$ cat src/rtl/pipe_mux_stage.sv
// Registered N:1 select stage with valid/ready handshake, 2-entry skid buffer and sync flush.
// Define PIPE_MUX_STALL_CNT_EN to add the saturating 16-bit stall_cnt output.
module pipe_mux_stage #(
    parameter int unsigned      WIDTH   = 9,
    parameter int unsigned      NUM_SRC = 2,
    parameter logic [WIDTH-1:0] BUBBLE  = '0,
    localparam int unsigned     SEL_W   = $clog2(NUM_SRC)
) (
    input  logic                     clk,
    input  logic                     rst_n,
    input  logic [NUM_SRC*WIDTH-1:0] in_data,
    input  logic [SEL_W-1:0]         in_sel,
    input  logic                     in_valid,
    output logic                     in_ready,
    output logic [WIDTH-1:0]         out_data,
    output logic                     out_valid,
    input  logic                     out_ready,
    input  logic                     flush
`ifdef PIPE_MUX_STALL_CNT_EN
    ,
    output logic [15:0]              stall_cnt
`endif
);

    typedef enum logic [1:0] {StEmpty, StOne, StFull} state_e;

    state_e           state_q;
    logic [WIDTH-1:0] head_q;
    logic [WIDTH-1:0] skid_q;
    logic [WIDTH-1:0] captured;
    logic             accept;
    logic             pop;

    // Ready depends on registered state only, so no comb path from out_ready to in_ready.
    assign in_ready  = (state_q != StFull);
    assign out_valid = (state_q != StEmpty);
    assign out_data  = head_q;
    assign accept    = in_valid & in_ready;
    assign pop       = out_valid & out_ready;

    // Out-of-range selects fall through to BUBBLE.
    always_comb begin
        captured = BUBBLE;
        for (int unsigned k = 0; k < NUM_SRC; k++) begin
            if (in_sel == SEL_W'(k)) begin
                captured = in_data[k*WIDTH +: WIDTH];
            end
        end
    end

    always_ff @(posedge clk) begin
        if (!rst_n || flush) begin
            state_q <= StEmpty;
            head_q  <= BUBBLE;
            skid_q  <= BUBBLE;
        end else begin
            unique case (state_q)
                StEmpty: begin
                    if (accept) begin
                        state_q <= StOne;
                        head_q  <= captured;
                    end
                end
                StOne: begin
                    if (accept && !pop) begin
                        state_q <= StFull;
                        skid_q  <= captured;
                    end else if (accept && pop) begin
                        head_q <= captured;
                    end else if (pop) begin
                        state_q <= StEmpty;
                        head_q  <= BUBBLE;
                    end
                end
                StFull: begin
                    if (pop) begin
                        state_q <= StOne;
                        head_q  <= skid_q;
                        skid_q  <= BUBBLE;
                    end
                end
                default: begin
                    state_q <= StEmpty;
                    head_q  <= BUBBLE;
                    skid_q  <= BUBBLE;
                end
            endcase
        end
    end

`ifdef PIPE_MUX_STALL_CNT_EN
    logic [15:0] stall_cnt_q;

    always_ff @(posedge clk) begin
        if (!rst_n || flush) begin
            stall_cnt_q <= 16'h0000;
        end else if (out_valid && !out_ready && (stall_cnt_q != 16'hFFFF)) begin
            stall_cnt_q <= stall_cnt_q + 16'd1;
        end
    end

    assign stall_cnt = stall_cnt_q;
`endif

endmodule

$ cat config.mk
export PLATFORM = sky130hd
export DESIGN_NAME = pipe_mux_stage
export DESIGN_NICKNAME = d
export VERILOG_FILES = /design/src/rtl/pipe_mux_stage.sv
export SDC_FILE = /design/constraint.sdc
export NUM_CORES = 1
export LEC_CHECK = 0
export ABC_AREA = 1
export CAP_MARGIN = 15
export CORE_ASPECT_RATIO = 0.7
export CORE_UTILIZATION = 45
export DETAILED_ROUTE_END_ITERATION = 16
export DONT_BUFFER_PORTS = 1
export GPL_TIMING_DRIVEN = 0
export HOLD_SLACK_MARGIN = 0.03
export SLEW_MARGIN = 20
export SYNTH_ARGS = -nofsm -noshare
export SYNTH_HDL_FRONTEND = slang
export SYNTH_SLANG_ARGS = --single-unit
$ cat constraint.sdc
create_clock -name clk -period 3.1 [get_ports clk]
set_input_delay 0.775 -clock clk [delete_from_list [all_inputs] [get_ports clk]]
set_output_delay 0.775 -clock clk [all_outputs]
set_load 0.02 [all_outputs]
==> run metrics, run 1 <==
Die Area=2580 um2; GPL Wtd Cong=0.797; kind of critical path=flop to output port; Ports=35; crit path DAT=1430 ps; H-Tree Depth=1; Cell Rows=14; Final Cycle Share=0.712; Setup Buffers After CTS=0; Fmax=453 MHz; worst path required time=2320 ps; Port Buf Inserts=0; initial antenna violation count=0; Final #Nets=199; number of global-route vias before repair=1057; HPWL after DPL=1.89 mm; Die Wd=60.3 um; hold path start=skid_q[6]; total congestion overflow=0; total power=495 uW; CTS tree=done; DR vias/cell=5.18; diode count=0; clk slew on worst S/H paths=110 ps; Resized cells post-CTS=0; CTS buffer count=3; first-pass GRT wire length=4.27 mm; layout cell share with drive strength beyond 1=0.109; Setup TNS Final=0 ps; GR Util All Layers=0.223; via count=1068; worst setup path startpoint=state_q[1]; Worst Max-Slew Pin Slew=600 ps; P&R area growth vs syn=7.13%; Crit Path Max Fanout=10; Worst setup EP type=output port; slowest cell delay on critical path=460 ps; largest net degree at the start of global routing=12; final setup vio count=0; Max Cap Violations=0; # clock sinks=20; min cycle time layout=2210 ps; per-cell routed wire length=11.9 um; Setup WS post-layout=893 ps; worst skew pair latency=300 ps; synth warn=0; Final Hold Vio Count=0; CP top delay family=flip-flops; Hold Crit Class=flop to flop; Mapped Cells=170; Syn Area/Cell=6.29 um2; Hold-fix buffers, CTS=0; fill cell count=247; Mapped Area=1070 um2; Iter 0 DRT Violations=55; WL final=2.45 mm; drt pass-1 iters=4; startpoint types=flop; outcome=completed; area occupied by multi-input gates=608 um2; final hold slack=472 ps; Die Height=42.8 um; reg2reg start=state_q[1]; worst path buffer plus inverter count=2; Lkg Pwr=0.000476 uW; Slowest cell on crit path=dfxtp_1; register area=400 um2; CP Cell Sequence=inv_2 -> nor2_2 -> inv_1; initial cell density of the core=0.489; sequential cell area fraction in the yosys report=0.374; #FFs+latches synth=20; Place WS=1210 ps; Slew HR=0.600; post-synth cell types=18; PD cells=432 nW/um2; Reg2Reg Setup Slack=1580 ps; Setup Skew=5.71 ps; CTS Buffer Depth=2; core area=2190 um2; Synthesized Nets=194; Worst IR Drop VDD=226 uV; # DRC=0; Post-DRT Antenna Nets=0; Root Buffer=clkbuf_4; count of pins over their slew limit=0; unrepaired setup endpoints after global routing=no
## cell families after synthesis
family,after synthesis,share of synthesized area
buf+inv,15,0.0573
flops,20,0.374
simple gates,110,0.442
compound gates,25,0.126
## synthesized netlist by cell type
library cell,instances,share of area
a211oi_1,1,0.0070
a21oi_1,20,0.094
a21oi_2,2,0.016
buf_2,1,0.0047
buf_4,1,0.0070
clkbuf_1,1,0.0035
clkinv_1,2,0.0070
dfxtp_1,20,0.37
inv_1,5,0.018
inv_2,5,0.018
nand2_1,78,0.27
nand2_2,1,0.0059
nand2_4,2,0.021
nand3_1,20,0.094
nor2_1,6,0.021
nor2_2,1,0.0059
nor2_4,2,0.021
o21ai_0,2,0.0094
## power by group
group | switching (uW) | internal, uW | leakage, uW
Clock | 78.7 | 71.6 | 0.0000210
Combinational | 50.6 | 22.1 | 0.000293
Sequential | 9.18 | 263 | 0.000162
## worst register-to-register path, cell delays in order (launching register included)
cell	delay, ps
dfxtp_1	460
inv_2	110
a21oi_2	430
inv_2	200
a21oi_1	180
nor2_1	50
## routing by layer
layer	part of all wire	up-vias	track usage	wire, um
met5	0	-	0	0
met4	0.0053	0	0.0419	13
met3	0.048	2	0.0549	117
met2	0.49	21	0.407	1200
met1	0.45	488	0.262	1110
li1	-	557	-	-
## cells in the final DEF (no fill, tap or decap)
cell      count
a21oi_1      20
dfxtp_1      20
nand2_1      78
a211oi_1      1
buf_2         1
inv_2         5
inv_1         5
nor2_4        2
nand2_2       1
a21oi_2       2
nand3_1      20
o21ai_0       2
nor2_2        1
nor2_1        6
clkbuf_4      3
nand2_4       2
clkinv_1      2
buf_4         1
clkbuf_1      1
clkbuf_8      1
## flip-flops by register name (all words and copies together), names as in the netlist
name / count
out_data: 9
skid_q: 9
state_q: 2
## through the flow
stage / cell area, um2 / instances / utilization
2_1_floorplan: 1070 / 170 / -
3_3_place_gp: 1110 / 202 / 0.507
3_5_place_dp: 1110 / 202 / 0.507
4_1_cts: 1150 / 206 / 0.523
5_1_grt: 1150 / 206 / 0.523
6_report: 1150 / 206 / 0.523
## final cells by class
cell class	instances	area share
buffer	3	0.0142
clock buffer	4	0.0317
tap	32	0.0349
multi-input combinational	135	0.531
inverter	12	0.0393
sequential	20	0.349
## final timing paths
kind | depth (start not counted) | endpoint
setup reg to reg | 5 | skid_q[0]
hold / removal | 2 | skid_q[6]
hold reg to reg | 2 | skid_q[6]
setup / recovery | 3 | in_ready
Power figures use the tool's default switching activity.
==> run 2: changes to the inputs <==
clock period = 2.1 ns   (was 3.1 ns; I/O delays follow)
==> results of run 2 <==
The final DEF is identical to that of run 1. Status: completed.
Main changes from that run: setup slack after placement 1210 ps -> 459 ps; setup slack after layout 893 ps -> 143 ps; hold slack 472 ps -> 415 ps; register-to-register setup slack 1580 ps -> 580 ps; end point of the worst hold path skid_q[6] -> state_q[0]; total power 495 uW -> 731 uW; worst IR drop on VDD 226 uV -> 333 uV
